File: src/rtl/report_tx_arbiter.sv
`default_nettype none
// ============================================================================
//  Module      : report_tx_arbiter
//  Description : Round-robin scheduler that shares one byte-stream
//                transmitter among up to 16 report sources. A granted
//                report is framed as SYNC, ID, payload (MSB first) and
//                CHK bytes, then streamed out over a valid/ready handshake.
//
//  Ports
//    clk          : single clock, rising edge
//    reset        : asynchronous, active-high reset
//    req_valid    : [N_REQ]        requester i has a report pending
//    req_data     : [N_REQ*DATA_W] report of requester i at [i*DATA_W +: DATA_W]
//    req_ready    : [N_REQ]        one-hot accept, only asserted while idle
//    tx_data      : [8]            current frame byte (registered)
//    tx_valid     : 1              tx_data is valid (registered)
//    tx_ready     : 1              transmitter accepts tx_data this cycle
//    busy         : 1              a frame is in progress
//    grant_id     : [4]            owner of the current / most recent frame
//    frames_sent  : [16]           completed frame count, wraps at 0xFFFF
//
//  Revision    : 1.0  initial release
// ============================================================================
module report_tx_arbiter #(
    parameter int          N_REQ     = 4,
    parameter int          DATA_W    = 32,
    parameter logic [7:0]  SYNC_BYTE = 8'hA5
) (
    input  logic                      clk,
    input  logic                      reset,
    input  logic [N_REQ-1:0]          req_valid,
    input  logic [N_REQ*DATA_W-1:0]   req_data,
    output logic [N_REQ-1:0]          req_ready,
    output logic [7:0]                tx_data,
    output logic                      tx_valid,
    input  logic                      tx_ready,
    output logic                      busy,
    output logic [3:0]                grant_id,
    output logic [15:0]               frames_sent
);

    // ------------------------------------------------------------------
    // Constants
    // ------------------------------------------------------------------
    localparam int         c_N_BYTES   = DATA_W / 8;
    localparam logic [3:0] c_LAST_BYTE = 4'(c_N_BYTES - 1);
    // Pointer starts at the top index so requester 0 wins first.
    localparam logic [3:0] c_RR_RESET  = 4'(N_REQ - 1);

    // ------------------------------------------------------------------
    // State machine encoding
    // ------------------------------------------------------------------
    typedef enum logic [2:0] {
        S_IDLE = 3'd0,
        S_SYNC = 3'd1,
        S_ID   = 3'd2,
        S_DATA = 3'd3,
        S_CHK  = 3'd4
    } state_t;

    state_t              r_state;
    logic [7:0]          r_tx_data;
    logic                r_tx_valid;
    logic [DATA_W-1:0]   r_payload;
    logic [3:0]          r_byte_cnt;
    logic [7:0]          r_chk_acc;
    logic [3:0]          r_grant_id;
    logic [3:0]          r_rr_ptr;
    logic [15:0]         r_frames_sent;

    logic                w_any;
    logic [3:0]          w_sel;
    logic [DATA_W-1:0]   w_sel_data;
    logic [4:0]          w_best;
    logic [4:0]          w_dist;
    logic                w_accept;

    // ------------------------------------------------------------------
    // Round-robin selection
    // Each valid requester gets a distance from the slot after the last
    // grant (0 = highest priority). The smallest distance wins, which is
    // the same as scanning upward from rr_ptr+1 with wrap-around, but
    // needs no variable indexing.
    // ------------------------------------------------------------------
    always_comb begin
        w_any      = 1'b0;
        w_sel      = '0;
        w_sel_data = '0;
        w_best     = 5'd31;
        w_dist     = '0;
        for (int i = 0; i < N_REQ; i++) begin
            w_dist = 5'((i + 2 * N_REQ - 1 - int'(r_rr_ptr)) % N_REQ);
            if (req_valid[i] && (w_dist < w_best)) begin
                w_best     = w_dist;
                w_sel      = 4'(i);
                w_sel_data = req_data[i*DATA_W +: DATA_W];
                w_any      = 1'b1;
            end
        end
    end

    // Ready is combinational so the grant completes in the same cycle the
    // arbiter decides; it can only be high while idle.
    always_comb begin
        req_ready = '0;
        for (int i = 0; i < N_REQ; i++) begin
            req_ready[i] = (r_state == S_IDLE) && w_any && (w_sel == 4'(i));
        end
    end

    // A byte moves only when the registered valid meets ready; ready on
    // its own has no effect.
    assign w_accept = r_tx_valid && tx_ready;

    // ------------------------------------------------------------------
    // Frame sequencer
    // tx_data always holds the byte on offer; on acceptance it is
    // replaced by the next one, so the output stays stable under
    // backpressure. The payload register shifts left so its top byte is
    // always the next payload byte to send.
    // ------------------------------------------------------------------
    always_ff @(posedge clk or posedge reset) begin
        if (reset) begin
            r_state       <= S_IDLE;
            r_tx_data     <= 8'h00;
            r_tx_valid    <= 1'b0;
            r_payload     <= '0;
            r_byte_cnt    <= 4'd0;
            r_chk_acc     <= 8'h00;
            r_grant_id    <= 4'd0;
            r_rr_ptr      <= c_RR_RESET;
            r_frames_sent <= 16'd0;
        end else begin
            case (r_state)
                S_IDLE: begin
                    if (w_any) begin
                        r_payload  <= w_sel_data;
                        r_grant_id <= w_sel;
                        r_rr_ptr   <= w_sel;
                        r_chk_acc  <= 8'h00;
                        r_byte_cnt <= 4'd0;
                        r_tx_data  <= SYNC_BYTE;
                        r_tx_valid <= 1'b1;
                        r_state    <= S_SYNC;
                    end
                end

                S_SYNC: begin
                    if (w_accept) begin
                        r_tx_data <= {4'h0, r_grant_id};
                        r_state   <= S_ID;
                    end
                end

                S_ID: begin
                    if (w_accept) begin
                        r_chk_acc  <= r_chk_acc + r_tx_data;
                        r_tx_data  <= r_payload[DATA_W-1 -: 8];
                        r_payload  <= r_payload << 8;
                        r_byte_cnt <= 4'd0;
                        r_state    <= S_DATA;
                    end
                end

                S_DATA: begin
                    if (w_accept) begin
                        r_chk_acc <= r_chk_acc + r_tx_data;
                        if (r_byte_cnt == c_LAST_BYTE) begin
                            // The accumulator does not yet include the byte
                            // being accepted now, so fold it in directly.
                            r_tx_data <= r_chk_acc + r_tx_data;
                            r_state   <= S_CHK;
                        end else begin
                            r_tx_data  <= r_payload[DATA_W-1 -: 8];
                            r_payload  <= r_payload << 8;
                            r_byte_cnt <= r_byte_cnt + 4'd1;
                        end
                    end
                end

                S_CHK: begin
                    if (w_accept) begin
                        r_tx_valid    <= 1'b0;
                        r_frames_sent <= r_frames_sent + 16'd1;
                        r_state       <= S_IDLE;
                    end
                end

                default: begin
                    r_tx_valid <= 1'b0;
                    r_state    <= S_IDLE;
                end
            endcase
        end
    end

    // ------------------------------------------------------------------
    // Outputs
    // ------------------------------------------------------------------
    assign tx_data     = r_tx_data;
    assign tx_valid    = r_tx_valid;
    assign busy        = (r_state != S_IDLE);
    assign grant_id    = r_grant_id;
    assign frames_sent = r_frames_sent;

endmodule
`default_nettype wire

File: config.mk
export PLATFORM = sky130hd
export DESIGN_NAME = report_tx_arbiter
export DESIGN_NICKNAME = d
export VERILOG_FILES = /design/src/rtl/report_tx_arbiter.sv
export SDC_FILE = /design/constraint.sdc
export NUM_CORES = 1
export LEC_CHECK = 0
export CAP_MARGIN = 20
export CORE_ASPECT_RATIO = 1.25
export CORE_MARGIN = 1.5
export CORE_UTILIZATION = 51
export CTS_BUF_LIST = sky130_fd_sc_hd__clkbuf_2 sky130_fd_sc_hd__clkbuf_4 sky130_fd_sc_hd__clkbuf_8
export DETAILED_ROUTE_END_ITERATION = 7
export PLACE_DENSITY_LB_ADDON = 0.3
export SYNTH_ARGS = -nofsm -noshare
export SYNTH_HDL_FRONTEND = slang
export SYNTH_SLANG_ARGS = --single-unit
File: constraint.sdc
create_clock -name clk -period 16.3 [get_ports clk]
set_input_delay 4.89 -clock clk [delete_from_list [all_inputs] [get_ports clk]]
set_output_delay 4.89 -clock clk [all_outputs]
set_load 0.02 [all_outputs]
# Word level (Yosys, flattened, before mapping)
# Index checks and enable logic that the tools add are counted.
[classes]
n_div = 0
multipliers = 0
n_reduce_logical = 29
eq_ne = 16
addsub = 7
magnitude_cmp = 4
shifts = 0
muxes = 43
bitwise_logic = 5
[ops]
columns = ["operator", "count"]
rows = [
  ["two-way mux 32 bit", 8],
  ["case mux 32 bit (3 select lines)", 1],
  ["two-way mux 8 bit", 7],
  ["case mux 8 bit (4 select lines)", 1],
  ["two-way mux 4 bit", 6],
  ["two-way mux 3 bit", 6],
  ["adder 16 x 1 -> 16 bit, second input constant", 1],
  ["case mux 8 bit (2 select lines)", 1],
  ["< comparator 5 bit", 3],
  ["two-way mux 5 bit", 3],
  ["case mux 3 bit (5 select lines)", 1],
  ["subtractor 4 x 4 -> 5 bit, first input constant", 3],
  ["inequality test 2 bit, second input constant", 7],
  ["== test 4 x 2 -> 1 bit, second input constant", 3],
  ["case mux 4 bit (3 select lines)", 1],
  ["logical AND 1 bit", 10],
  ["AND reduction 5 bit", 2],
  ["OR reduction 2 bit", 5],
  ["adder 8 bit", 1],
  ["two-way mux 1 bit", 7],
  ["== test 3 x 2 -> 1 bit, second input constant", 2],
  ["AND reduction 3 bit", 2],
  ["AND reduction 6 bit", 1],
  ["nonzero test 3 bit", 2],
  ["16 further kinds", 20],
]
[totals]
ramBits = 0
elab_cells = 113
romBits = 0
latchBits = 0
regBits = 80
in_bits = 135
output_inout_bits = 34
memories = 0

# Logic depth before layout (Yosys ltp)
[logic_depth]
depth_word = 17
depth_mapped = 21
mapped_depth_nobuf = 18

# Worst setup path before layout
# OpenSTA, ideal clock, no wires.
[synth_timing]
path_type = "input to output"
startpoint = "input req_valid[0]"
endpoint = "output req_ready[2]"
path_stages = 19
n_path_buf = 3
path_slack_ps = 3047
arrival_ps = 8363
t_required_ps = 11410
path_cell_list = "and2_1 > ha_1 > and2b_1 > a22o_2 > mux2_2 > ha_1 > o21ai_0 > nand2_1 > a21oi_1 > buf_2 > a21oi_1 > ha_1 > o32ai_1 > nand2_1 > o21a_1 > buf_4 > buf_2 > o21ai_2 > nor3_1"
[synth_via]
elab_chain_len = 13
elab_cells_between_ends = 20
classes_between = "order compare (3); eq/ne (1); mux (10); reduce/logical (6)"
[synth_rtl]
columns = ["item", "line", "source"]
rows = [
  ["start, declared", "31", "input logic [N_REQ-1:0] req_valid,"],
  ["logical AND 1 bit *", "93", "if (req_valid[i] && (w_dist < w_best)) begin"],
  ["two-way mux 5 bit", "93", ""],
  ["< comparator 5 bit", "93", ""],
  ["logical AND 1 bit", "93", ""],
  ["two-way mux 5 bit", "93", ""],
  ["< comparator 5 bit", "93", ""],
  ["logical AND 1 bit", "93", ""],
  ["two-way mux 5 bit", "93", ""],
  ["< comparator 5 bit", "93", ""],
  ["logical AND 1 bit", "93", ""],
  ["two-way mux 4 bit or two-way mux 1 bit (tied branches)", "93", ""],
  ["== test 4 x 2 -> 1 bit or logical AND 1 bit (tied branches)", "107", "req_ready[i] = (r_state == S_IDLE) && w_any && (w_sel == 4'(i));"],
  ["logical AND 1 bit *", "107", ""],
  ["end, declared", "33", "output logic [N_REQ-1:0] req_ready,"],
]
# Mark *: on every way between the ends. The rest lies on a longest branch, timed or not.

# Worst setup path after layout
# Same ends and word-level chain as after synthesis.

==> results <==
[power by group through the flow]
stage	registers (uW)	logic (uW)	clock network, uW
finish	292	654	130
global route	298	723	141
CTS	290	638	133
detailed placement	293	636	0
global placement	291	609	0
floorplan	293	485	0
[state kept, by name, summed over array words and instances, names as in the netlist]
signal / flops
r_byte_cnt: 4
r_state: 3
tx_data: 8
grant_id: 2
r_rr_ptr: 2
r_chk_acc: 8
frames_sent: 16
r_payload: 32
tx_valid: 1
[final cells by class]
class | instances | share of cell area [%]
clock buffers | 11 | 2.27
well taps | 123 | 2.31
multi-input cells | 431 | 40.0
flip-flops and latches | 76 | 28.6
inverters | 13 | 0.732
clock inverters | 4 | 0.376
repair buffers | 171 | 25.7
[cells by family (layout without fill, tap and decap cells)]
group | Yosys count | count (layout) | synth area share (%)
other | 1 | 2 | 0.0771
flip-flops | 76 | 76 | 39.2
multiplexers | 3 | 3 | 0.669
AO/OA/AOI/OAI | 152 | 152 | 24.2
buffers and inverters | 60 | 199 | 6.17
XOR/XNOR | 26 | 26 | 4.68
AND/OR/NAND/NOR | 235 | 235 | 21.5
adder cells (fa/ha/maj) | 13 | 13 | 3.50
[worst max-delay path, delay by kind of cell]
| kind | cells | cell delay (ns) |
|---|---|---|
| AOI/OAI and AO/OA | 7 | 2.57 |
| buffers and inverters | 2 | 1.15 |
| and+or+nand+nor | 5 | 0.94 |
| adders and majority gates | 3 | 0.72 |
| muxes | 1 | 0.39 |
[how the worst max path moves through the flow]
stage                         to  slack (ns)  depth (start not counted)
CTS                 req_ready[2]        0.84                         18
global route        req_ready[2]        0.37                         18
global placement    req_ready[2]        1.24                         18
finish              req_ready[2]        0.74                         18
detailed placement  req_ready[2]        0.86                         18
floorplan           req_ready[2]        3.05                         19
[layout by cell type (no fill, tap or decap), drive strengths merged, types with 6 or more instances in the layout]
cell,instances
a21oi,15
a221o,8
a32oi,33
clkbuf,11
clkdlybuf4s50,166
dfrtp,74
ha,12
inv,13
nand2,83
nand3,45
nand4,6
nor2,69
nor3,7
o2111ai,10
o211ai,50
o21ai,16
xnor2,17
xor2,9
[stage by stage]
stage	hold WS [ns]	instances	worst slack, ns	area (um^2)	total power, uW
after global placement	0.461	812	1.24	6460	900
after global routing	0.519	829	0.366	6660	1160
after CTS	0.490	827	0.837	6630	1060
after detailed placement	0.480	812	0.864	6460	929
after floorplan	0.457	567	3.05	4870	778
final	0.482	829	0.738	6660	1080
[layer usage]
layer	track usage, %	wire length [um]	up-vias
li1	-	-	2345
met1	34.0	5630	2362
met2	49.4	7180	241
met3	5.08	952	36
met4	12.9	430	0
met5	0	0	-
==> impl_metrics.env <==
export IMPL_critical_path_slowest_cell="a21oi_1"
export IMPL_worst_ep_arrival_time_ns=10.67
export IMPL_post_route_cells_drive_above_1_share_pct=5.24
export IMPL_worst_skew_pair_late_latency_ns=0.36
export IMPL_boundaryPins=169
export IMPL_cts_tree="yes"
export IMPL_buffers_on_ports=166
export IMPL_drt_total_wl_um=14200
export IMPL_min_period_ns=15.56
export IMPL_seq_power_share_pct=27.1
export IMPL_syn_area_per_cell_um2=8.59
export IMPL_fillerInstances=690
export IMPL_drc_errors=0
export IMPL_cp_max_fo=27
export IMPL_diodes=0
export IMPL_edff_count_synth=0
export IMPL_worstHoldEndpoint="frames_sent[15]$_DFFE_PP0P_"
export IMPL_yosys_top_cells_area="dfrtp_1, o211ai_1, nand2_1, a32oi_1, nor2_1"
export IMPL_synth_distinct_cells=56
export IMPL_combPwrFrac_pct=60.8
export IMPL_worst_r2r_end="r_payload[24]$_DFFE_PP0P_"
export IMPL_worstHoldPathCells=1
export IMPL_critical_path_startpoint_type="input pin"
export IMPL_final_period_utilization_pct=95.5
export IMPL_postSynth_asyncResetShare_pct=100
export IMPL_final_net_count=850
export IMPL_vdd_ir_drop_max_mv=0.160
export IMPL_crit_path_end_kind="output pin"
export IMPL_cts_max_level=3
export IMPL_synth_top_cells_by_count="nand2_1, dfrtp_1, nor2_1"
export IMPL_routed_via_density=6.01
export IMPL_grt_pass1_vias=4725
export IMPL_finalHoldViolations=0
export IMPL_worst_ep_required_time_ns=11.41
export IMPL_placeableCoreArea_um2=9220
export IMPL_gr_total_overflow=0
export IMPL_first_iter_violations=290
export IMPL_gp_congestion=0.905
export IMPL_slew_limit_headroom_pct=29.4
export IMPL_grt_setup_unrepaired="false"
export IMPL_yosysWarningCount=0
export IMPL_most_common_cell_in_the_synthesized_netlist="nand2_1"
export IMPL_syn_to_final_growth_pct=37.0
export IMPL_grt_start_max_net_pins=77
export IMPL_power_internal_uw=560
export IMPL_setup_tns_final_ns=0
export IMPL_power_share_switching_pct=48.0
export IMPL_cts_repair_resize_count=0
export IMPL_crit_path_start="req_valid[0]"
export IMPL_post_route_clock_skew_ns=0.00755
export IMPL_power_clock_fraction_pct=12.0
export IMPL_routed_wire_length_per_instance_um=17.1
export IMPL_fmax_mhz=64.3
export IMPL_num_vias=4984
export IMPL_detailedRoute_firstPassIterationCount=5
export IMPL_synth_instances=566
export IMPL_final_setup_viol_count=0
export IMPL_timing_reg2reg_setup_slack_ns=10.60
export IMPL_p_leak_uw=0.00276
export IMPL_cts_hold_fix_buffers=0
export IMPL_worst_r2r_cell_count=18
export IMPL_net_switching_power_uw=516
export IMPL_die_area_um2=10100
export IMPL_mappedNetlistArea_um2=4860
export IMPL_cts_root_buf="clkbuf_8"
export IMPL_floorplan_die_height_um=112
export IMPL_worst_slew_pin_slew_ns=1.06
export IMPL_synth_seq_area_share_pct=39.2
export IMPL_max_clock_path_buffers=2
export IMPL_multiInputGateArea_um2=2670
export IMPL_drv_cap=0
export IMPL_critical_path_class="input pin to output pin"
export IMPL_critPathMostFrequentCell="ha_1"
export IMPL_synth_ff_type="dfrtp_1"
export IMPL_numCtsBuffers=9
export IMPL_die_width_um=90.3
export IMPL_cts_num_sinks=76
export IMPL_powerDensity_nw_per_um2=161
export IMPL_clkSlewWorstSetupHoldPaths_ns=0.08
export IMPL_grt_usage_pct=28.4
export IMPL_slew_viol_final=0
export IMPL_area_share_of_the_leading_cell_type_in_the_synthesized_netlist_pct=38.1
export IMPL_biggest_cell_delay_along_the_critical_path_ns=0.81
export IMPL_post_cts_buffers=0
export IMPL_final_core_util_pct=72.3
export IMPL_antenna_found_initial=0
export IMPL_critical_r2r_launch="r_rr_ptr[1]$_DFFE_PP1P_"
export IMPL_grt_pass1_wl_um=22900
export IMPL_timing_hold_worst_class="flop to flop"
export IMPL_hold_start="frames_sent[15]$_DFFE_PP0P_"
export IMPL_synth_seq_cells=76
export IMPL_detailed_placement_wirelength_estimate_um=10900
export IMPL_cp_cell_sequence="clkdlybuf4s50_1, and2_1, ha_1, and2b_1, a22o_2, mux2_2, ha_1, o21ai_0, nand2_1, a21oi_1, a21oi_1, ha_1, o32ai_1, nand2_1, o21a_1, o21ai_2, nor3_1, clkdlybuf4s50_1"
export IMPL_storage_element_area_um2=1900
export IMPL_post_synth_top_area_cell="dfrtp_1"
export IMPL_row_count=39
export IMPL_status="completed"
export IMPL_starting_density_pct=52.7
export IMPL_final_antenna_net_count=0
Power figures use the tool's default switching activity.
